[src/rtl/dir_pad_pkg.sv]
// Shared types for the direction pad: direction indices and strobe FSM states.
// Direction index order doubles as priority order (lowest index wins).
package dir_pad_pkg;

  typedef logic [2:0] dir_t;

  localparam dir_t DIR_RIGHT = 3'd0;
  localparam dir_t DIR_LEFT  = 3'd1;
  localparam dir_t DIR_UP    = 3'd2;
  localparam dir_t DIR_DOWN  = 3'd3;
  localparam dir_t DIR_NONE  = 3'd4;

  typedef enum logic [1:0] {
    ST_IDLE   = 2'd0,
    ST_DELAY  = 2'd1,
    ST_REPEAT = 2'd2
  } state_e;

  function automatic logic [3:0] dir_onehot(input dir_t d);
    logic [3:0] oh;
    oh = 4'b0000;
    if (!d[2]) oh[d[1:0]] = 1'b1;
    return oh;
  endfunction

endpackage

[src/rtl/btn_debounce.sv]
// One button: two-flop synchronizer followed by a counter debouncer that
// accepts a new level only after DEBOUNCE_CYCLES consecutive mismatching cycles.
module btn_debounce #(
  parameter int unsigned DEBOUNCE_CYCLES = 500000,
  parameter int unsigned CNT_W           = 25
) (
  input  logic clk,
  input  logic rst,
  input  logic btn_i,
  output logic stable_o
);

  localparam logic [CNT_W-1:0] DB_LAST = CNT_W'(DEBOUNCE_CYCLES - 1);

  logic [1:0]       sync_q;
  logic             s;
  logic [CNT_W-1:0] cnt_q, cnt_d;
  logic             stable_q, stable_d;

  assign s = sync_q[1];

  always_comb begin
    cnt_d    = cnt_q;
    stable_d = stable_q;
    if (s == stable_q) begin
      cnt_d = '0;
    end else if (cnt_q == DB_LAST) begin
      stable_d = s;
      cnt_d    = '0;
    end else begin
      cnt_d = cnt_q + CNT_W'(1);
    end
  end

  always_ff @(posedge clk) begin
    if (rst) begin
      sync_q   <= 2'b00;
      cnt_q    <= '0;
      stable_q <= 1'b0;
    end else begin
      sync_q   <= {sync_q[0], btn_i};
      cnt_q    <= cnt_d;
      stable_q <= stable_d;
    end
  end

  assign stable_o = stable_q;

endmodule

[src/rtl/dir_pad_ctrl.sv]
// Direction pad front end: four debounced buttons, fixed priority select and a
// press/auto-repeat FSM producing registered one-cycle direction strobes.
module dir_pad_ctrl
  import dir_pad_pkg::*;
#(
  parameter int unsigned DEBOUNCE_CYCLES = 500000,
  parameter int unsigned REPEAT_DELAY    = 25000000,
  parameter int unsigned REPEAT_PERIOD   = 2000000,
  parameter int unsigned CNT_W           = 25
) (
  input  logic       clk,
  input  logic       rst,
  input  logic       en,
  input  logic       btn_up,
  input  logic       btn_down,
  input  logic       btn_left,
  input  logic       btn_right,
  output logic       up,
  output logic       down,
  output logic       left,
  output logic       right,
  output logic [3:0] held
);

  // Timer runs from the load value down to zero and fires on the following
  // edge, so consecutive strobes land load+1 cycles apart.
  localparam logic [CNT_W-1:0] DELAY_LOAD  = CNT_W'(REPEAT_DELAY);
  localparam logic [CNT_W-1:0] PERIOD_LOAD = CNT_W'(REPEAT_PERIOD);

  logic [3:0]       raw;
  logic [3:0]       stb;
  dir_t             active;
  state_e           state_q, state_d;
  dir_t             dir_q, dir_d;
  logic [CNT_W-1:0] tmr_q, tmr_d;
  logic [3:0]       strb_q, strb_d;

  assign raw = {btn_down, btn_up, btn_left, btn_right};

  for (genvar i = 0; i < 4; i++) begin : g_btn
    btn_debounce #(
      .DEBOUNCE_CYCLES (DEBOUNCE_CYCLES),
      .CNT_W           (CNT_W)
    ) u_db (
      .clk      (clk),
      .rst      (rst),
      .btn_i    (raw[i]),
      .stable_o (stb[i])
    );
  end

  always_comb begin
    active = DIR_NONE;
    if (stb[DIR_DOWN[1:0]])  active = DIR_DOWN;
    if (stb[DIR_UP[1:0]])    active = DIR_UP;
    if (stb[DIR_LEFT[1:0]])  active = DIR_LEFT;
    if (stb[DIR_RIGHT[1:0]]) active = DIR_RIGHT;
  end

  always_comb begin
    state_d = state_q;
    dir_d   = dir_q;
    tmr_d   = tmr_q;
    strb_d  = 4'b0000;
    if (!en) begin
      state_d = ST_IDLE;
    end else begin
      case (state_q)
        ST_IDLE: begin
          if (active != DIR_NONE) begin
            strb_d  = dir_onehot(active);
            dir_d   = active;
            tmr_d   = DELAY_LOAD;
            state_d = ST_DELAY;
          end
        end
        ST_DELAY, ST_REPEAT: begin
          if (active == DIR_NONE) begin
            state_d = ST_IDLE;
          end else if (active != dir_q) begin
            strb_d  = dir_onehot(active);
            dir_d   = active;
            tmr_d   = DELAY_LOAD;
            state_d = ST_DELAY;
          end else if (tmr_q == '0) begin
            strb_d  = dir_onehot(dir_q);
            tmr_d   = PERIOD_LOAD;
            state_d = ST_REPEAT;
          end else begin
            tmr_d = tmr_q - CNT_W'(1);
          end
        end
        default: state_d = ST_IDLE;
      endcase
    end
  end

  always_ff @(posedge clk) begin
    if (rst) begin
      state_q <= ST_IDLE;
      dir_q   <= DIR_NONE;
      tmr_q   <= '0;
      strb_q  <= 4'b0000;
    end else begin
      state_q <= state_d;
      dir_q   <= dir_d;
      tmr_q   <= tmr_d;
      strb_q  <= strb_d;
    end
  end

  assign right = strb_q[DIR_RIGHT[1:0]];
  assign left  = strb_q[DIR_LEFT[1:0]];
  assign up    = strb_q[DIR_UP[1:0]];
  assign down  = strb_q[DIR_DOWN[1:0]];
  assign held  = {stb[DIR_UP[1:0]], stb[DIR_DOWN[1:0]], stb[DIR_LEFT[1:0]], stb[DIR_RIGHT[1:0]]};

endmodule

[config.mk]
export PLATFORM = sky130hd
export DESIGN_NAME = dir_pad_ctrl
export DESIGN_NICKNAME = d
export VERILOG_FILES = /design/src/rtl/dir_pad_pkg.sv /design/src/rtl/btn_debounce.sv /design/src/rtl/dir_pad_ctrl.sv
export SDC_FILE = /design/constraint.sdc
export NUM_CORES = 1
export LEC_CHECK = 0
export BUFFER_PORTS_ARGS = -buffer_cell sky130_fd_sc_hd__clkbuf_2
export CAP_MARGIN = 20
export CORE_UTILIZATION = 45
export DETAILED_ROUTE_END_ITERATION = 6
export GPL_ROUTABILITY_DRIVEN = 0
export MAX_ROUTING_LAYER = met4
export PLACE_DENSITY = 0.68
export SETUP_SLACK_MARGIN = 0.15
export SLEW_MARGIN = 20
export SYNTH_ARGS = -nofsm -noshare
export SYNTH_HDL_FRONTEND = slang
export SYNTH_HIERARCHICAL = 1
export SYNTH_SLANG_ARGS = --single-unit
[constraint.sdc]
create_clock -name clk -period 4.8 [get_ports clk]
set_clock_uncertainty 0.2 [all_clocks]
set_input_delay 0.96 -clock clk [delete_from_list [all_inputs] [get_ports clk]]
set_output_delay 0.96 -clock clk [all_outputs]
set_load 0.005 [all_outputs]
**Word level (Yosys, flattened, before mapping)**

Cells that the tools add are included.

- Bits in registers: 146
- Bits of input ports: 7
- Output and inout port bits: 8
- Word-level logic and storage cells: 94

- Equal/unequal tests: 17
- Mux-type cells: 29
- Add/subtract/negate cells: 5
- Bitwise logic cells: 5
- $lt $le $gt $ge: 4
- Reductions and logical operators: 18

Operators by type and width:

| kind | number |
|---|---|
| 25-bit by 1-bit adder with 25-bit output, second input constant | 4 |
| 25-bit by 19-bit == test with 1-bit output, second input constant | 4 |
| 25-bit 2-to-1 mux | 4 |
| 25-bit case mux with 2 select lines | 1 |
| 25-bit zero test | 1 |
| 25-bit by 1-bit subtractor with 25-bit output, second input constant | 1 |
| 4-bit 2-to-1 mux | 6 |
| 3-bit 2-to-1 mux | 7 |
| 3-bit OR reduction | 4 |
| 2-bit AND reduction | 5 |
| 2-bit 2-to-1 mux | 4 |
| 4-bit case mux with 2 select lines | 1 |
| 2-bit by 3-bit less-than comparator with 1-bit output, second input constant | 2 |
| 2-bit != test, second input constant | 3 |
| 3-bit case mux with 2 select lines | 1 |
| 1-bit inverter | 5 |
| 5-bit AND reduction | 1 |
| 1-bit demux with 2-bit select | 2 |
| 1-bit == test | 4 |
| 2-bit by 1-bit greater-or-equal comparator with 1-bit output, second input constant | 2 |
| 4-bit != test, second input constant | 1 |
| 2-bit case mux with 2 select lines | 1 |
| 4-bit AND reduction | 1 |
| 2-bit OR reduction | 2 |
| 9 further kinds | 11 |

**Longest topological paths before layout**

Gate-level depths: netlist of run 1.

- Word-level depth: 12
- Mapped depth: 10
- Depth with buffers taken out: 8

**Cells and area by module**

The synthesis of run 1 kept the hierarchy.

By module, submodules not included:

| module | sequential area each (um2) | area each (um2) | cells an instance | times used |
|---|---|---|---|---|
| btn_debounce | 560.5 | 1298.7 | 150 | 4 |
| dir_pad_ctrl | 680.7 | 1895.6 | 237 | 1 |

**Least setup slack after synthesis of run 1**

Ideal clock, no wire load.

- Kind: register to register
- Start: reg tmr_q[0]
- End: reg tmr_q[14]
- Path buffers: 2
- Clock period less this slack: 2620 ps
- Cell stages (with the launch flop): 10
- Data required time: 4468 ps
- Library setup time: 132 ps
- Path slack: 2180 ps
- Arrival: 2288 ps
- Path through: dfxtp_1 > inv_1 > ha_1 > or3b_2 > clkbuf_1 > or3_4 > buf_6 > or4_4 > a21oi_1 > a21oi_1

- Cells in the longest elaborated chain, start to end: 5
- Elaborated cells on any way between the ends: 6
- Those cells by class: add/sub: 1; mux: 4; reduce/logical: 1

Ends and longest elaborated chain:

| item | RTL line | RTL |
|---|---|---|
| start: declaration | dir_pad_ctrl.sv:35 | `logic [CNT_W-1:0] tmr_q, tmr_d;` |
| start signal: assignment | dir_pad_ctrl.sv:107 | `tmr_q <= tmr_d;` |
| 25-bit by 1-bit subtractor with 25-bit output or 25-bit zero test (tied branches) | dir_pad_ctrl.sv:90, dir_pad_ctrl.sv:85 |  |
| 25-bit 2-to-1 mux * | dir_pad_ctrl.sv:85 | `end else if (tmr_q == '0) begin` |
| 25-bit 2-to-1 mux * | dir_pad_ctrl.sv:80 | `end else if (active != dir_q) begin` |
| 25-bit 2-to-1 mux * | dir_pad_ctrl.sv:78 | `if (active == DIR_NONE) begin` |
| 25-bit case mux with 2 select lines * | dir_pad_ctrl.sv:68 | `case (state_q)` |

Mark *: on every way between the ends. The rest lies on a longest branch, timed or not. The select of a mux whose other input is x is not followed.
A chain may end at the register's enable or synchronous reset.

**Worst setup path after layout of run 1**

- Start: reg tmr_q[0]
- End: reg tmr_q[8]

Same word-level chain as after synthesis.

==> impl_metrics.tcl, run 1 <==
set metrics [dict create \
    vias_per_cell 5.651 \
    grt_use_total_pct 19.60 \
    post-route-period-util_pct 58.24 \
    cp.arrival_ns 2.89 \
    clk_pin_slew_ns 0.06 \
    io-pin-count 15 \
    initial_core_util_pct 46.30 \
    cts_tree "done" \
    h-tree-depth 4 \
    syn-num-nets 851 \
    drive_above_1_share_pct 8.469 \
    route.detailed.drc 2 \
    fmax_mhz 357.7 \
    instances_no_fill 1073 \
    synthesis.area_um2 7091 \
    worst_slew_pin_slew_ns 0.8576 \
    top_layer "met4" \
    hold_path.class "reg2reg" \
    synth-seq-cells 146 \
    p_total_mw 2.630 \
    grt_pass1_vias 5362 \
    power.leakage_nw 2.480 \
    area_growth_pct 12.00 \
    num_vias 6064 \
    p_sw_share_pct 19.82 \
    violations "DRC" \
    overflow 0 \
    dieHeight_um 127.5 \
    nets 863 \
    antenna_left 0 \
    yosysUniqueCellTypes 55 \
    wl_per_cell_um 13.67 \
    finish.instance_area_um2 7941 \
    io_buffers 14 \
    slew_violations 0 \
    die_area_um2 16260 \
    synth.avg_cell_area_um2 8.471 \
    cts.repair.resized 0 \
    async_flop_share_pct 0 \
    cts_root_buffer "clkbuf_16" \
    met2_length_um 6756 \
    diodes 0 \
    finalSetupViolCount 0 \
    antenna_found_initial 0 \
    crit_fanout 8 \
    drt_first_pass_iters 7 \
    pwr-share-clk_pct 52.6 \
    p_sw_uw 521.3 \
    finalWirelength_um 14670 \
    tns_ns 0 \
    pwr_density_cell_nw_per_um2 331.1 \
    vdd_drop_max_mv 0.2613 \
    cts_hold_buf 0 \
    cts_sinks 146 \
    startpoint_type "flop" \
    final_cell_mix "dfxtp_1 (146), nor2_1 (94), a21oi_1 (62)" \
    synth-edff-count 0 \
    status "finished with violations" \
    cp.required_ns 4.90 \
    p_int_mw 2.108 \
    cts_buffers 17 \
    relSlewSlack_pct 42.30 \
    detail_route.iter0.violations 384 \
    maxCapViolCount 0 \
    cts_buffer_depth 2 \
    critPathCaptureType "flop" \
    grt_max_degree 26 \
    syn-instance-count 837 \
    crit_type "reg2reg" \
    m1WireLength_um 7173 \
    final_common_cell "dfxtp_1" \
    finalHoldViolCount 0 \
    met3WireLength_um 547 \
    fp-row-count 45 \
    core_um2 15310 \
    power_frac_comb_pct 1.0 \
    ys.warnings.count 6 \
    rsz0062_at_grt "no" \
    seq_area_frac_synth_pct 41.22 \
    dpl.hpwl_um 9846 \
    ys.flop_type "dfxtp_1" \
    cts_setup_buffers 0 \
    grt_pass1_wl_um 25200 \
    post_dp_cell_area_um2 7317 \
    seqPwrFrac_pct 46.3 \
    placed_cells 1041 \
    fin_crit_ns 2.796 \
    worstSkewPairLatency_ns 0.42 \
    fp.dieW_um 127.5 \
    whs_ns 0.2356 \
]
power by group through the flow:
stage               sequential, mW  clock (mW)  combinational [mW]
floorplan                     1.24           0              0.0165
global placement              1.25           0              0.0277
detailed placement            1.25           0              0.0280
CTS                           1.22        1.42              0.0279
global route                  1.22        1.47              0.0306
finish                        1.22        1.38              0.0274
metrics by stage:
step	utilization (%)	setup slack, ns
after detailed placement	47.78	2.015
after floorplan	-	2.180
after global placement	47.78	2.075
after global routing	51.85	1.818
final	51.85	2.004
after CTS	51.85	1.989
worst max-delay path, cell delays in order (launching register included):
cell	delay (ns)
dfxtp_1	0.34
inv_1	0.06
ha_1	0.16
or3b_2	0.52
nor3_1	0.33
and2_1	0.40
nor3_1	0.22
o21bai_2	0.35
nor2_1	0.09
path summary, 6_finish.rpt:
path	to	slack, ns	depth (start not counted)	startpoint
max	tmr_q[8]	2.00	8	tmr_q[0]
min reg2reg	g_btn[0].u_db/sync_q[1]	0.24	1	g_btn[0].u_db/sync_q[0]
max reg2reg	tmr_q[8]	2.00	8	tmr_q[0]
min	g_btn[0].u_db/sync_q[1]	0.24	1	g_btn[0].u_db/sync_q[0]
Yosys cell counts (all sizes together) (2+ instances only):
cell type	instances	share of area, %
dfxtp	146	41
nand3b	6	0.64
or4	28	3.3
nor4	30	2.7
o22ai	2	0.18
xnor2	43	5.3
nand2b	4	0.35
o31a	3	0.37
nand3	38	3.0
ha	7	1.2
o41ai	2	0.25
nand4b	4	0.49
a21oi	62	4.4
mux2i	2	0.28
nand2	49	2.6
or2	4	0.35
o31ai	6	0.64
nor2	94	5.0
buf	11	1.3
o21ai	55	3.9
clkbuf	16	0.85
and2	5	0.44
a21o	3	0.32
xor2	22	2.7
o32ai	2	0.25
nand4	40	4.4
a41oi	3	0.37
nor4bb	5	0.71
inv	23	1.2
and4	16	2.0
o21a	3	0.32
and3	10	0.88
nor3	32	2.3
or3	40	3.6
nor2b	10	0.88
registers in the layout (all words and copies together), names as in the netlist:
| register | flops |
|---|---|
| state_q | 2 |
| g_btn.u_db/sync_q | 8 |
| dir_q | 3 |
| strb_q | 4 |
| tmr_q | 25 |
| g_btn.u_db/cnt_q | 100 |
| g_btn.u_db/stable_o | 4 |
area by class of cell:
cell class	instances	area [µm²]
Timing Repair Buffer	20	115.1
Clock buffer	23	498.0
Tap cell	211	264.0
Sequential cell	146	2923
Multi-Input combinational cell	641	3929
Fill cell	1486	7373
Clock inverter	9	126.4
Inverter	23	86.33
metal layers:
layer / vias up / track usage, %
li1: 3105 / -
met1: 2854 / 24.27
met2: 85 / 30.89
met3: 20 / 5.318
met4: 0 / 6.373
met5: - / -
kinds of logic (layout without fill, tap and decap cells):
family	after synthesis	count (layout)	share of synthesized area, %
compound gates	149	149	11.91
flops	146	146	41.22
fa+ha+maj	7	7	1.235
buf+inv	50	75	3.370
mux	2	2	0.2823
simple gates	418	418	33.95
xor+xnor	65	65	8.029
Note: power is estimated with default switching activity, not from simulation.
==> run 2: changes to the inputs <==
--- a/config.mk
+++ b/config.mk
@@ -5,6 +5,7 @@
 export SDC_FILE = /design/constraint.sdc
 export NUM_CORES = 1
 export LEC_CHECK = 0
+export ABC_AREA = 1
 export BUFFER_PORTS_ARGS = -buffer_cell sky130_fd_sc_hd__clkbuf_2
 export CAP_MARGIN = 20
 export CORE_UTILIZATION = 45
==> constraint.sdc (replaced) <==
create_clock -name clk -period 2.7 [get_ports clk]
set_clock_uncertainty 0.2 [all_clocks]
set_input_delay 0.54 -clock clk [delete_from_list [all_inputs] [get_ports clk]]
set_output_delay 0.54 -clock clk [all_outputs]
set_load 0.005 [all_outputs]
==> run 2 against run 1 <==
Compared with the run above:
- the run now ends clean
- power grew 75%
- area after synthesis is 17% higher
- critical path depth up 2
- global-route usage increased by 1.4 points
- highest routed layer unchanged
==> impl_metrics.tcl, run 2 <==
set metrics [dict create \
    seq_area_um2 2923 \
    diodes 0 \
    dpl.hpwl_um 13720 \
    cts_buffers 17 \
    hold_path.class "in2reg" \
    slowest_delay_ns 0.40 \
    cp.arrival_ns 2.28 \
    n_fill_cell 1851 \
    h-tree-depth 4 \
    synth_common_cells "nand2_1 (361), nor2_1 (263), dfxtp_1 (146)" \
    crit_family "simple AND/OR/NAND/NOR gates" \
    dieHeight_um 137.8 \
    antenna_left 0 \
    dp_slack_ns 0.6117 \
    grt_pass1_vias 6649 \
    status "complete, no violations" \
    placed_cells 1506 \
    critPathCaptureType "flop" \
    relSlewSlack_pct 72.12 \
    cts_sinks 146 \
    cts_tree "done" \
    syn-instance-count 1273 \
    largest_reg_flops 100 \
    wl_per_cell_um 11.78 \
    cp.required_ns 2.86 \
    async_flop_share_pct 0 \
    cts_hold_buf 0 \
    ys.warnings.count 6 \
    overflow 0 \
    fin_crit_ns 2.118 \
    finalSetupViolCount 0 \
    cts_root_buffer "clkbuf_16" \
    synth-seq-cells 146 \
    cts_setup_buffers 0 \
    synthesis.area_um2 8303 \
    cts_buffer_depth 2 \
    synth_area_leaders "dfxtp_1 (35%), nand2_1 (16%), nor2_1 (12%)" \
    maxCapViolCount 0 \
    fp.dieW_um 137.8 \
    top_register "g_btn.u_db/cnt_q" \
    rsz0062_at_grt "no" \
    tns_ns 0 \
    grt_pass1_wl_um 30950 \
    reg_top3 "g_btn.u_db/cnt_q (100), tmr_q (25), g_btn.u_db/sync_q (8)" \
    yosysUniqueCellTypes 35 \
    die_area_um2 19000 \
    antenna_found_initial 0 \
    finish.instance_area_um2 9106 \
    route.detailed.drc 0 \
    core_um2 18020 \
    post_dp_cell_area_um2 8506 \
    synth.avg_cell_area_um2 6.522 \
    p_total_mw 4.611 \
    synth_top_area_share_pct 35.20 \
    slowest_stage "ha_1" \
    path_cells "inv_1 > ha_1 > nand2_1 > nand3_2 > buf_4 > nor2_2 > nand3_1 > nand3_1 > nand2_1 > inv_1" \
    io-pin-count 15 \
    worst_slack_ns 0.5823 \
    clk_pin_slew_ns 0.06 \
    synth-edff-count 0 \
    instances_no_fill 1537 \
    fmax_mhz 472.2 \
    critPathBufInv 3 \
    finalHoldViolCount 0 \
    pwr_density_cell_nw_per_um2 506.3 \
    initial_core_util_pct 46.06 \
    area_growth_pct 9.674 \
    cts.repair.resized 0 \
    final_cell_mix "nand2_1 (361), nor2_1 (263), dfxtp_1 (146)" \
    io_buffers 14 \
    fin_util_pct 50.52 \
    worst_slew_pin_slew_ns 0.4182 \
    slew_violations 0 \
    finalWirelength_um 18110 \
    drive_above_1_share_pct 11.47 \
    power.leakage_nw 3.234 \
    ys.flop_type "dfxtp_1" \
    syn-num-nets 1287 \
    crit_type "reg2reg" \
    worstSkewPairLatency_ns 0.42 \
    fp-row-count 49 \
    detail_route.iter0.violations 428 \
    drt_first_pass_iters 6 \
    whs_ns 0.1068 \
    vias_per_cell 4.869 \
    num_vias 7484 \
    grt_use_total_pct 21.01 \
    multi_input_area_um2 4686 \
    seq_area_frac_synth_pct 35.20 \
    grt_max_degree 26 \
    post-route-period-util_pct 78.43 \
    startpoint_type "flop" \
    vdd_drop_max_mv 0.4052 \
    nets 1310 \
    synth_most_common_cell "nand2_1" \
    synth_area_leader_cell "dfxtp_1" \
    final_common_cell "nand2_1" \
    crit_fanout 15 \
]
==> run 2: cells by family after synthesis <==
| family | count (synthesis) | share of synthesized area [%] |
|---|---|---|
| AO/OA/AOI/OAI | 106 | 7.640 |
| XOR/XNOR | 43 | 4.536 |
| adder cells (fa/ha/maj) | 7 | 1.055 |
| buffers and inverters | 151 | 8.364 |
| flip-flops | 146 | 35.20 |
| AND/OR/NAND/NOR | 820 | 43.20 |
==> run 2: report_power, final <==
| part | switching (mW) | leakage (nW) | internal [mW] |
|---|---|---|---|
| combinational | 0.0395 | 1.77 | 0.0139 |
| sequential | 0.00419 | 1.18 | 2.16 |
| clock | 0.921 | 0.284 | 1.47 |
==> run 2: metal layers <==
metal	wire, µm	vias up	track usage, %
li1	-	4000	-
met1	9288	3335	28.69
met2	7941	137	31.88
met3	729	12	3.900
met4	148	0	5.133
met5	0	-	-
==> run 2: layout make-up <==
cell class                      count  share of cell area (%)
Multi-Input combinational cell    976                   51.46
Sequential cell                   146                   32.10
Inverter                          138                   5.688
Clock buffer                       18                   4.823
Tap cell                          229                   3.146
Clock inverter                     13                   1.772
Timing Repair Buffer               17                   1.017
==> run 2: tightest hold or removal path, delay by kind of cell <==
kind | cells | cell delay, ns
AND/OR/NAND/NOR | 1 | 0.03
buffers and inverters | 2 | 0.12
==> run 2: worst paths after layout <==
kind,startpoint,to,slack (ns),cells past startpoint
worst min register to register,g_btn[0].u_db/sync_q[0],g_btn[0].u_db/sync_q[1],0.20,2
worst min-delay path,btn_left,g_btn[1].u_db/sync_q[0],0.11,3
worst max-delay path,state_q[0],tmr_q[13],0.58,10
worst max register to register,state_q[0],tmr_q[13],0.58,10
